`src/rtl/stm_segment_scheduler.sv`:
```
// stm_segment_scheduler
// Chooses which of the two STM segments is active, steps its sample index on
// every ADVANCE tick, counts repeats, and decides when a requested segment
// swap takes effect (on a sync-index wrap, a system-time threshold, a GPIO
// edge, or immediately).
//
// Ports:
//   CLK, RST_N         clock, asynchronous active-low reset
//   SYS_TIME           free-running system time (64-bit)
//   ADVANCE            one-cycle sample tick
//   UPDATE_SETTINGS    latch REQ_SEGMENT/TRANSITION_*/CYCLE/REP as a pending request
//   GPIO_IN            asynchronous external triggers
//   SEGMENT, IDX       active segment and sample index (BRAM read address)
//   IDX_VALID          one-cycle pulse when SEGMENT/IDX were just updated
//   STOP               active segment has played all its repeats
//   PENDING            a swap request is waiting for its trigger
module stm_segment_scheduler #(
    parameter int unsigned IDX_W  = 13,
    parameter int unsigned GPIO_N = 4
) (
    input  logic              CLK,
    input  logic              RST_N,
    input  logic [63:0]       SYS_TIME,
    input  logic              ADVANCE,
    input  logic              UPDATE_SETTINGS,
    input  logic              REQ_SEGMENT,
    input  logic [1:0]        TRANSITION_MODE,
    input  logic [63:0]       TRANSITION_VALUE,
    input  logic [IDX_W-1:0]  CYCLE,
    input  logic [31:0]       REP,
    input  logic [GPIO_N-1:0] GPIO_IN,
    output logic              SEGMENT,
    output logic [IDX_W-1:0]  IDX,
    output logic              IDX_VALID,
    output logic              STOP,
    output logic              PENDING
);

    localparam logic [0:0] ST_STOPPED = 1'b0;
    localparam logic [0:0] ST_RUN     = 1'b1;

    localparam logic [1:0] MODE_SYNC_IDX  = 2'd0;
    localparam logic [1:0] MODE_SYS_TIME  = 2'd1;
    localparam logic [1:0] MODE_GPIO      = 2'd2;
    localparam logic [1:0] MODE_IMMEDIATE = 2'd3;

    localparam logic [31:0] REP_INFINITE = 32'hFFFF_FFFF;

    logic [0:0]        state_q, state_d;
    logic              seg_q, seg_d;
    logic [IDX_W-1:0]  idx_q, idx_d;
    logic              idx_valid_q, idx_valid_d;
    logic              stop_q, stop_d;
    logic [31:0]       loop_q, loop_d;
    logic [IDX_W-1:0]  cycle_q, cycle_d;
    logic [31:0]       rep_q, rep_d;

    logic              pend_q, pend_d;
    logic              pend_seg_q, pend_seg_d;
    logic [1:0]        pend_mode_q, pend_mode_d;
    logic [63:0]       pend_value_q, pend_value_d;
    logic [IDX_W-1:0]  pend_cycle_q, pend_cycle_d;
    logic [31:0]       pend_rep_q, pend_rep_d;

    logic [GPIO_N-1:0] gpio_s1_q, gpio_s1_d;
    logic [GPIO_N-1:0] gpio_s2_q, gpio_s2_d;
    logic [GPIO_N-1:0] gpio_s3_q, gpio_s3_d;
    logic              edge_seen_q, edge_seen_d;

    logic [3:0]        gpio_rise_c;
    logic              swap_c;

    // Next-state logic: GPIO sync, pending request capture, swap and sequencing.
    always_comb begin
        state_d      = state_q;
        seg_d        = seg_q;
        idx_d        = idx_q;
        idx_valid_d  = 1'b0;
        stop_d       = stop_q;
        loop_d       = loop_q;
        cycle_d      = cycle_q;
        rep_d        = rep_q;
        pend_d       = pend_q;
        pend_seg_d   = pend_seg_q;
        pend_mode_d  = pend_mode_q;
        pend_value_d = pend_value_q;
        pend_cycle_d = pend_cycle_q;
        pend_rep_d   = pend_rep_q;
        edge_seen_d  = edge_seen_q;

        gpio_s1_d   = GPIO_IN;
        gpio_s2_d   = gpio_s1_q;
        gpio_s3_d   = gpio_s2_q;
        gpio_rise_c = 4'(gpio_s2_q & ~gpio_s3_q);

        // The selected GPIO edge is remembered until the swap consumes it.
        if (pend_q && (pend_mode_q == MODE_GPIO) && gpio_rise_c[pend_value_q[1:0]]) begin
            edge_seen_d = 1'b1;
        end

        unique case (pend_mode_q)
            MODE_SYNC_IDX:  swap_c = ADVANCE && ((state_q == ST_STOPPED) || (idx_q == cycle_q));
            MODE_SYS_TIME:  swap_c = ADVANCE && (SYS_TIME >= pend_value_q);
            MODE_GPIO:      swap_c = ADVANCE && edge_seen_q;
            MODE_IMMEDIATE: swap_c = 1'b1;
            default:        swap_c = 1'b0;
        endcase
        swap_c = swap_c && pend_q;

        // A new request always overwrites the pending one; on a coinciding
        // swap the old fields are consumed below before these take over.
        if (UPDATE_SETTINGS) begin
            pend_d       = 1'b1;
            pend_seg_d   = REQ_SEGMENT;
            pend_mode_d  = TRANSITION_MODE;
            pend_value_d = TRANSITION_VALUE;
            pend_cycle_d = CYCLE;
            pend_rep_d   = REP;
            edge_seen_d  = 1'b0;
        end

        if (swap_c) begin
            state_d     = ST_RUN;
            seg_d       = pend_seg_q;
            idx_d       = '0;
            idx_valid_d = 1'b1;
            stop_d      = 1'b0;
            loop_d      = '0;
            cycle_d     = pend_cycle_q;
            rep_d       = pend_rep_q;
            pend_d      = UPDATE_SETTINGS;
            if (!UPDATE_SETTINGS) begin
                edge_seen_d = 1'b0;
            end
        end else if ((state_q == ST_RUN) && ADVANCE) begin
            if (idx_q < cycle_q) begin
                idx_d       = idx_q + IDX_W'(1);
                idx_valid_d = 1'b1;
            end else if ((rep_q != REP_INFINITE) && (loop_q == rep_q)) begin
                // Last repeat done: hold IDX at the final sample.
                stop_d  = 1'b1;
                state_d = ST_STOPPED;
            end else begin
                idx_d       = '0;
                idx_valid_d = 1'b1;
                if (rep_q != REP_INFINITE) begin
                    loop_d = loop_q + 32'd1;
                end
            end
        end
    end

    // State and output registers.
    always_ff @(posedge CLK or negedge RST_N) begin
        if (!RST_N) begin
            state_q      <= ST_STOPPED;
            seg_q        <= 1'b0;
            idx_q        <= '0;
            idx_valid_q  <= 1'b0;
            stop_q       <= 1'b1;
            loop_q       <= '0;
            cycle_q      <= '0;
            rep_q        <= '0;
            pend_q       <= 1'b0;
            pend_seg_q   <= 1'b0;
            pend_mode_q  <= MODE_SYNC_IDX;
            pend_value_q <= '0;
            pend_cycle_q <= '0;
            pend_rep_q   <= '0;
            gpio_s1_q    <= '0;
            gpio_s2_q    <= '0;
            gpio_s3_q    <= '0;
            edge_seen_q  <= 1'b0;
        end else begin
            state_q      <= state_d;
            seg_q        <= seg_d;
            idx_q        <= idx_d;
            idx_valid_q  <= idx_valid_d;
            stop_q       <= stop_d;
            loop_q       <= loop_d;
            cycle_q      <= cycle_d;
            rep_q        <= rep_d;
            pend_q       <= pend_d;
            pend_seg_q   <= pend_seg_d;
            pend_mode_q  <= pend_mode_d;
            pend_value_q <= pend_value_d;
            pend_cycle_q <= pend_cycle_d;
            pend_rep_q   <= pend_rep_d;
            gpio_s1_q    <= gpio_s1_d;
            gpio_s2_q    <= gpio_s2_d;
            gpio_s3_q    <= gpio_s3_d;
            edge_seen_q  <= edge_seen_d;
        end
    end

    assign SEGMENT   = seg_q;
    assign IDX       = idx_q;
    assign IDX_VALID = idx_valid_q;
    assign STOP      = stop_q;
    assign PENDING   = pend_q;

endmodule

```
`config.mk`:
```
export PLATFORM = sky130hd
export DESIGN_NAME = stm_segment_scheduler
export DESIGN_NICKNAME = d
export VERILOG_FILES = /design/src/rtl/stm_segment_scheduler.sv
export SDC_FILE = /design/constraint.sdc
export NUM_CORES = 1
export LEC_CHECK = 0
export CORE_ASPECT_RATIO = 0.6
export CORE_MARGIN = 8
export CORE_UTILIZATION = 53
export DETAILED_ROUTE_END_ITERATION = 7
export GPL_ROUTABILITY_DRIVEN = 0
export PLACE_DENSITY = 0.8
export SYNTH_ARGS = -nofsm -noshare
export SYNTH_HDL_FRONTEND = slang
export SYNTH_SLANG_ARGS = --single-unit
```
`constraint.sdc`:
```
create_clock -name CLK -period 3.8 [get_ports CLK]
set_input_delay 0.76 -clock CLK [delete_from_list [all_inputs] [get_ports CLK]]
set_output_delay 0.76 -clock CLK [all_outputs]
set_load 0.02 [all_outputs]
```
==> impl_results.md, run 1 <==
- Status: finished, final reports clean
- #FFs+latches synth: 220
- Worst hold-check path type: in -> async
- # resized after CTS: 0
- Power Total: 6.81 mW
- Fmax: 0.287 GHz
- Drt first pass iters: 5
- WS Path Type: in -> reg
- I/O Buffers: 200
- Nets@finish: 1508
- Pre-CTS WS: -0.214 ns
- Initial Util: 0.536
- Core area: 20900 sq um
- Async S/R FF share, synth: 1.00
- Vias in the first global route: 8980
- Layout cells sized above 1: 0.123
- Post-route ant nets: 0
- Required @ worst endpoint: 4.18 ns
- Critical path peak fanout: 15
- Starting DRC count in detailed routing: 702
- CP Launch Type: input pin
- Top cells by count, synth: dfrtp_1, nand2_1, o21ai_0
- Worst Tran Pin Value: 0.765 ns
- Std cell rows: 41
- CTS tree: done
- Vias/cell: 5.54
- Routed vias: 8504
- Critical path, cell by cell: clkdlybuf4s50_1 -> ha_1 -> and4_1 -> and4bb_2 -> nand4_1 -> a21oi_1 -> nor4_1 -> a21oi_2 -> o21a_4 -> buf_12 -> mux2_4
- Worst-case reg-to-reg path depth: 11
- GRT Util Overall: 0.222
- Die area: 26200 sq um
- Fin crit period: 3.49 ns
- Cell area after synthesis: 11200 sq um
- Worst-Skew Late Latency: 0.50 ns
- P_int: 4.90 mW
- MaxCap Viol Count: 0
- Pin count of the biggest net entering global routing: 89
- CTS Hold Bufs: 0
- HPWL after DPL: 22200 microns
- Slowest cell on the critical path: nor4_1
- Register area share after synthesis: 0.492
- Worst vdd ir: 0.000371 V
- I/O Pins: 201
- Worst-path clk slew: 0.06 ns
- Comb power frac: 0.235
- Detailed Route WL: 28900 microns
- Root buffer cell: clkbuf_16
- Die outline height: 129 microns
- Wirelength per Cell: 18.8 microns
- Fin worst setup slack: 0.312 ns
- Final worst-path cycle share: 0.918
- H-tree Lvls: 1
- Pwr/cell area: 479 nW/um^2
- Yosys warns: 0
- Dominant cell by count in the synthesized netlist: dfrtp_1
- Total grt overflow: 0
- Syn Area/Cell: 10.8 sq um
- Psw: 1.91 mW
- DIE WIDTH: 204 microns
- CP Capture Type: register
- CTS sink count: 220
- Top_reg_cell synth: dfrtp_1
- Distinct cell type count after synthesis: 50
- RSZ-0062 raised after global routing: no
- Max-slew violations: 0
- Largest buffer count on any clock path: 3
- Crit path DAT: 3.86 ns
- Sequential power share: 0.454
- Area growth, synth to finish: 26.9%
- Initial antenna violation count: 1
- Leak pwr: 6.36 nW
- DR DRC count: 0
- Sw Share: 0.281
- Hold Vio Cnt, Final: 0
- Post-CTS setup buffer count: 0
- Area leader, netlist: dfrtp_1
- Fillers: 1558
- Synth top area share: 0.490
- First-pass GRT wire length: 47100 microns
- Max_slew headroom: 0.490
- Cells after synthesis: 1039
- Slowest stage delay, CP: 0.59 ns
- Most area-consuming cells after synthesis: dfrtp_1, ha_1, mux2_4
- Final setup violation count: 0
- Clock Power Share: 0.311
- Final Skew: 0.00725 ns
- Syn_nets: 1305
- Total CTS buffers: 21
- Number of flops mapped to enable cells by yosys: 0
power groups by stage:
stage | Clock, mW | Combinational, mW | Sequential [mW]
2_1_floorplan | 0 | 1.07 | 2.99
3_3_place_gp | 0 | 1.53 | 3.10
3_5_place_dp | 0 | 1.59 | 3.12
4_1_cts | 2.16 | 1.60 | 3.08
5_1_grt | 2.26 | 1.76 | 3.12
6_report | 2.12 | 1.60 | 3.09
cell usage in the layout (no fill, tap or decap), types with 14 or more instances in the layout:
cell             instances
clkdlybuf4s50_1        198
clkbuf_16               21
ha_1                    82
or3_1                   18
mux2_4                  41
inv_1                   89
nand3_1                 26
xor2_1                  14
dfrtp_1                219
a21oi_1                 52
o21ai_0                 98
xnor2_1                 36
nand2_1                108
nand4_1                 39
mux2_2                  52
nor2_1                  43
cells by family after synthesis:
kind of cell / synth area share
AO/OA/AOI/OAI: 0.0934
buffers and inverters: 0.0529
AND/OR/NAND/NOR: 0.123
flip-flops: 0.492
multiplexers: 0.108
XOR/XNOR: 0.0391
adder cells (fa/ha/maj): 0.0917
area by class of cell:
class	instances	area, sq um	area share
repair buffers	218	2210	0.156
inverters	89	334	0.0235
well taps	279	349	0.0246
clock inverters	5	53.8	0.00379
diodes	1	2.50	0.000176
multi-input cells	692	5100	0.359
flip-flops and latches	220	5510	0.387
clock buffers	32	647	0.0455
final timing paths:
kind	end	slack (ns)	start
min in group CLK	gpio_s2_q[3]	0.34	gpio_s1_q[3]
worst max-delay path	rep_q[21]	0.31	SYS_TIME[55]
worst max register to register	rep_q[21]	0.62	pend_value_q[62]
worst min register to register	gpio_s2_q[3]	0.34	gpio_s1_q[3]
max in group asynchronous	loop_q[21]	2.67	RST_N
worst min-delay path	pend_value_q[33]	0.26	RST_N
flip-flops by register name, summed over array words and instances (netlist names), 13 cells and up:
signal	flops
pend_cycle_q	13
rep_q	32
loop_q	32
cycle_q	13
IDX	13
pend_rep_q	32
pend_value_q	64
metrics by stage:
stage	std cells	utilization	hold WS (ns)	cell area (sq um)	TNS [ns]
finish	1536	0.681	0.264	14200	0
global route	1536	0.681	0.301	14200	0
CTS	1535	0.681	0.283	14200	0
detailed placement	1498	0.647	0.335	13500	-12.62
global placement	1498	0.647	0.335	13500	-9.02
floorplan	1039	-	0.331	11200	0
critical path: cells and delay by family:
kind                       cells  cell delay [ns]
and+or+nand+nor                4             1.27
adders and majority gates      1             0.33
buffers and inverters          2             0.60
muxes                          1             0.30
AOI/OAI and AO/OA              3             0.59
layer usage:
metal | global-route usage | share of wire | vias to the layer above
li1 | - | - | 4023
met1 | 0.312 | 0.46 | 4136
met2 | 0.341 | 0.44 | 299
met3 | 0.0550 | 0.080 | 46
met4 | 0.0578 | 0.024 | 0
met5 | 0 | 0 | -
Power figures use the tool's default switching activity.
==> inputs of run 2 (changes only) <==
Settings changed: CORE_UTILIZATION 53 to 55, CTS_BUF_LIST from default to sky130_fd_sc_hd__clkbuf_4 sky130_fd_sc_hd__clkbuf_8, PLACE_DENSITY 0.8 to 0.83.
==> run 2 against run 1 <==
  * Utilization increased by 3.1 points
  * Final area about the same
  * Final cell count rose by 1.0%
  * Critical path type unchanged
  * Register-to-register slack barely moved
  * Via count down 0.13%
  * Clock skew up 0.025 ns
  * Power decreased by 0.43%
  * Sequential power barely moved
  * Setup slack got worse by 0.012 ns
  * Routed wire length shrank 0.10%
==> impl_results.md, run 2 (synthesized netlist as in run 1, its figures left out) <==
- Status: finished, final reports clean
- Initial antenna violation count: 0
- Worst vdd ir: 0.000264 V
- Worst hold-check path type: in -> async
- P_int: 4.80 mW
- Routed vias: 8493
- Worst R2R Setup Slack: 0.62 ns
- Pwr/cell area: 477 nW/um^2
- Fmax: 0.286 GHz
- Pre-CTS WS: -0.160 ns
- Root buffer cell: clkbuf_8
- I/O Pins: 201
- Final worst-path cycle share: 0.921
- Slowest stage delay, CP: 0.64 ns
- Dpl cells: 1491
- Nets@finish: 1521
- Post-route ant nets: 0
- Worst r2r dst: IDX[7]
- Area growth, synth to finish: 27.0%
- Commonest non-fill, non-tap cell in the layout: dfrtp_1
- Pin count of the biggest net entering global routing: 103
- Critical path buffers and inverters: 3
- Initial Util: 0.561
- Sw Share: 0.291
- Slowest cell on the critical path: nor4_1
- Critical path peak fanout: 15
- Starting DRC count in detailed routing: 677
- # resized after CTS: 0
- Worst Tran Pin Value: 0.808 ns
- CTS sink count: 220
- Max-slew violations: 0
- Final Skew: 0.0319 ns
- Fin crit period: 3.50 ns
- Sequential power share: 0.453
- Wirelength per Cell: 18.6 microns
- I/O Buffers: 200
- Comb power frac: 0.238
- Critical path, cell by cell: clkdlybuf4s50_1 -> ha_1 -> and4_1 -> and4bb_2 -> nand4_1 -> a21oi_1 -> nor4_1 -> a21oi_2 -> o21a_4 -> buf_12 -> buf_4 -> nor3_1
- CP Capture Type: register
- CP Launch Type: input pin
- HPWL after DPL: 21800 microns
- Post-CTS setup buffer count: 0
- Worst-path clk slew: 0.07 ns
- H-tree Lvls: 2
- Worst-case reg-to-reg path depth: 12
- Largest register FFs: 64
- N_diodes: 0
- Fillers: 1396
- Drt first pass iters: 5
- Core area: 20000 sq um
- CTS tree: done
- DR DRC count: 0
- RSZ-0062 raised after global routing: no
- CTS Hold Bufs: 0
- DIE WIDTH: 200 microns
- Fin worst setup slack: 0.300 ns
- FF/Latch Area: 5510 sq um
- Critical R2R Launch: pend_value_q[55]
- Detailed Route WL: 28900 microns
- Crit path DAT: 3.93 ns
- Layout cells sized above 1: 0.141
- Total grt overflow: 0
- GRT Util Overall: 0.226
- Worst-Skew Late Latency: 0.53 ns
- Fin cells: 1552
- Final setup violation count: 0
- Largest buffer count on any clock path: 3
- Vias/cell: 5.47
- Max_slew headroom: 0.461
- Reg with most FFs: pend_value_q
- Total CTS buffers: 35
- Leak pwr: 6.39 nW
- Psw: 1.97 mW
- Die area: 25300 sq um
- Multi-input logic area: 5100 sq um
- Worst hold slack: 0.275 ns
- First-pass GRT wire length: 46600 microns
- Vias in the first global route: 8743
- Hold Vio Cnt, Final: 0
- Required @ worst endpoint: 4.23 ns
- Die outline height: 127 microns
- Most frequent cells in the layout: dfrtp_1, clkdlybuf4s50_1, nand2_1, o21ai_0, inv_1
- WS Path Type: in -> reg
- MaxCap Viol Count: 0
- Critical path's top delay family: simple AND/OR/NAND/NOR gates
- Clock Power Share: 0.309
- Setup TNS: 0 ns
- Std cell rows: 40
## run 2: cell count changes in the layout (fill, tap and decap cells not counted), sizes merged
cell      previous run  this run
diode                1         0
clkinv               3         6
clkinvlp             0         1
buf                 20        19
clkbuf              32        53
bufinv               1         0
## run 2: worst max path at each step
stage          cells after the start          from           to  slack [ns]
6_report                          12  SYS_TIME[49]       IDX[7]        0.30
5_1_grt                           12  SYS_TIME[51]       IDX[7]        0.12
4_1_cts                           12  SYS_TIME[49]       IDX[7]        0.37
3_5_place_dp                      12  SYS_TIME[49]       IDX[7]       -0.16
3_3_place_gp                      12  SYS_TIME[49]       IDX[7]       -0.09
2_1_floorplan                     11  SYS_TIME[11]  cycle_q[10]        0.72
## run 2: stage by stage
step | utilization | total power [mW] | area, sq um
2_1_floorplan | - | 4.07 | 11200
3_3_place_gp | 0.676 | 4.62 | 13500
3_5_place_dp | 0.676 | 4.70 | 13500
4_1_cts | 0.712 | 6.80 | 14200
5_1_grt | 0.712 | 7.12 | 14200
6_report | 0.712 | 6.78 | 14200
## run 2: final cells by class
cell class / instances / area share
clock buffers: 53 / 0.0478
clock inverters: 8 / 0.00326
inverters: 89 / 0.0235
multi-input cells: 692 / 0.359
flip-flops and latches: 220 / 0.387
well taps: 273 / 0.0240
repair buffers: 217 / 0.155
## run 2: per-layer routing
| metal | global-route usage | vias up | wire (microns) |
|---|---|---|---|
| met5 | 0 | - | 0 |
| met4 | 0.0660 | 0 | 609 |
| met3 | 0.0643 | 48 | 2370 |
| met2 | 0.336 | 312 | 12500 |
| met1 | 0.319 | 4077 | 13400 |
| li1 | - | 4056 | - |
## run 2: power by group through the flow
| stage | logic [mW] | clock network, mW | registers [mW] |
|---|---|---|---|
| 2_1_floorplan | 1.07 | 0 | 2.99 |
| 3_3_place_gp | 1.53 | 0 | 3.09 |
| 3_5_place_dp | 1.61 | 0 | 3.10 |
| 4_1_cts | 1.61 | 2.13 | 3.06 |
| 5_1_grt | 1.78 | 2.24 | 3.11 |
| 6_report | 1.61 | 2.09 | 3.07 |
==> inputs of run 3 (changes only) <==
Settings changed: CORE_UTILIZATION 55 to 39, PLACE_DENSITY 0.83 to default, REMOVE_ABC_BUFFERS from default to 1.
==> run 3 against run 2 <==
  * Combinational power about the same
  * Setup slack better by 0.13 ns
  * Register-to-register slack about the same
  * Non-clock buffer count up 4
  * Critical path depth down 1
  * Sequential share of layout area down 0.49 points
  * Utilization down 21 points
  * Critical endpoint is now cycle_q[12]
  * Largest power group unchanged
  * Highest routed layer unchanged
==> impl_results.md, run 3 (synthesized netlist as in run 1, its figures left out) <==
- Worst hold-check path type: in -> async
- Worst hold slack: 0.202 ns
- Reg with most FFs: pend_value_q
- Commonest non-fill, non-tap cell in the layout: dfrtp_1
- Fmax: 0.297 GHz
- Slowest stage delay, CP: 0.50 ns
- Critical path peak fanout: 20
- Post-DP Area: 13600 sq um
- Most frequent cells in the layout: dfrtp_1, clkdlybuf4s50_1, nand2_1, o21ai_0, inv_1
- Fillers: 2572
- CTS Hold Bufs: 0
- Final Skew: 0.0203 ns
- Hold Vio Cnt, Final: 0
- Status: finished, final reports clean
- Largest buffer count on any clock path: 3
- CP Capture Type: register
- Final core occ: 0.506
- DIE WIDTH: 235 microns
- Pin count of the biggest net entering global routing: 118
- Leak pwr: 6.43 nW
- Detailed Route WL: 29500 microns
- Fin crit period: 3.37 ns
- Met1 wire length: 15100 microns
- Vias/cell: 5.00
- Wirelength per Cell: 17.8 microns
- Area growth, synth to finish: 28.6%
- Max-slew violations: 0
- Multi-input logic area: 5100 sq um
- Psw: 1.98 mW
- H-tree Lvls: 2
- Required @ worst endpoint: 4.22 ns
- Std cell rows: 48
- Core area: 28500 sq um
- I/O Pins: 201
- Die outline height: 147 microns
- Worst Tran Pin Value: 0.921 ns
- Fin cells: 1661
- CP Launch Type: input pin
- Initial Util: 0.393
- Final setup violation count: 0
- Vias in the first global route: 8320
- Sequential power share: 0.445
- RSZ-0062 raised after global routing: no
- Total CTS buffers: 37
- Crit path DAT: 3.79 ns
- GRT Util Overall: 0.171
- Die area: 34600 sq um
- Largest register FFs: 64
- Initial antenna violation count: 1
- Layout cells sized above 1: 0.145
- Routed vias: 8310
- DR DRC count: 0
- Nets@finish: 1527
- Post-route ant nets: 0
- Dpl cells: 1597
- Pre-CTS WS: -0.0976 ns
- FF/Latch Area: 5510 sq um
- P_int: 4.88 mW
- Final worst-path cycle share: 0.886
- CTS sink count: 220
- HPWL after DPL: 22100 microns
- I/O Buffers: 200
- Critical path, cell by cell: clkdlybuf4s50_1 -> ha_1 -> and4_1 -> o31ai_1 -> or4_1 -> o2111ai_1 -> a41oi_1 -> a21oi_2 -> o21a_4 -> buf_12 -> mux2_2
- WS Path Type: in -> reg
- Drt first pass iters: 5
- Post-CTS setup buffer count: 0
- Slowest cell on the critical path: or4_1
- Clock Power Share: 0.320
- WL met2: 12000 microns
- Worst vdd ir: 0.000171 V
- CTS tree: done
- Max_slew headroom: 0.386
- Comb power frac: 0.235
- Root buffer cell: clkbuf_8
- Worst-Skew Late Latency: 0.54 ns
- Power Total: 6.86 mW
- First-pass GRT wire length: 47300 microns
- Worst-path clk slew: 0.06 ns
- Design Area, Final: 14400 sq um
- Pwr/cell area: 477 nW/um^2
- Starting DRC count in detailed routing: 616
- # resized after CTS: 0
- DR top layer: met4
- Fin worst setup slack: 0.434 ns
- Total grt overflow: 0
- Met3 wire len: 1820 microns
- Setup TNS: 0 ns
- Sw Share: 0.289
- MaxCap Viol Count: 0
- Critical path's top delay family: compound AO/OA/AOI/OAI gates
- Critical path buffers and inverters: 2
run 3: area by class of cell:
type | instances | share of cell area
well taps | 375 | 0.0326
diodes | 1 | 0.000174
multi-input cells | 692 | 0.354
flip-flops and latches | 220 | 0.382
repair buffers | 221 | 0.155
inverters | 89 | 0.0232
clock buffers | 59 | 0.0512
clock inverters | 4 | 0.00139
run 3: metal layers:
metal	global-route usage	up-vias
met4	0.0387	0
met3	0.0470	50
met1	0.257	3983
met5	0	-
met2	0.237	201
li1	-	4076
run 3: path summary, 6_finish.rpt:
path / slack [ns] / to / start / cells past startpoint
setup / recovery: 0.43 / cycle_q[12] / SYS_TIME[9] / 11
hold / removal: 0.20 / pend_value_q[57] / RST_N / 1
setup reg to reg: 0.61 / IDX[5] / IDX[6] / 8
hold reg to reg: 0.35 / gpio_s2_q[1] / gpio_s1_q[1] / 0
max in group asynchronous: 2.79 / pend_cycle_q[3] / RST_N / 2
min in group CLK: 0.35 / gpio_s2_q[1] / gpio_s1_q[1] / 0
run 3: power by group through the flow:
stage,sequential [mW],combinational [mW],clock (mW)
2_1_floorplan,2.99,1.01,0
3_3_place_gp,3.09,1.58,0
5_1_grt,3.11,1.78,2.39
3_5_place_dp,3.09,1.62,0
6_report,3.06,1.61,2.19
4_1_cts,3.06,1.63,2.27
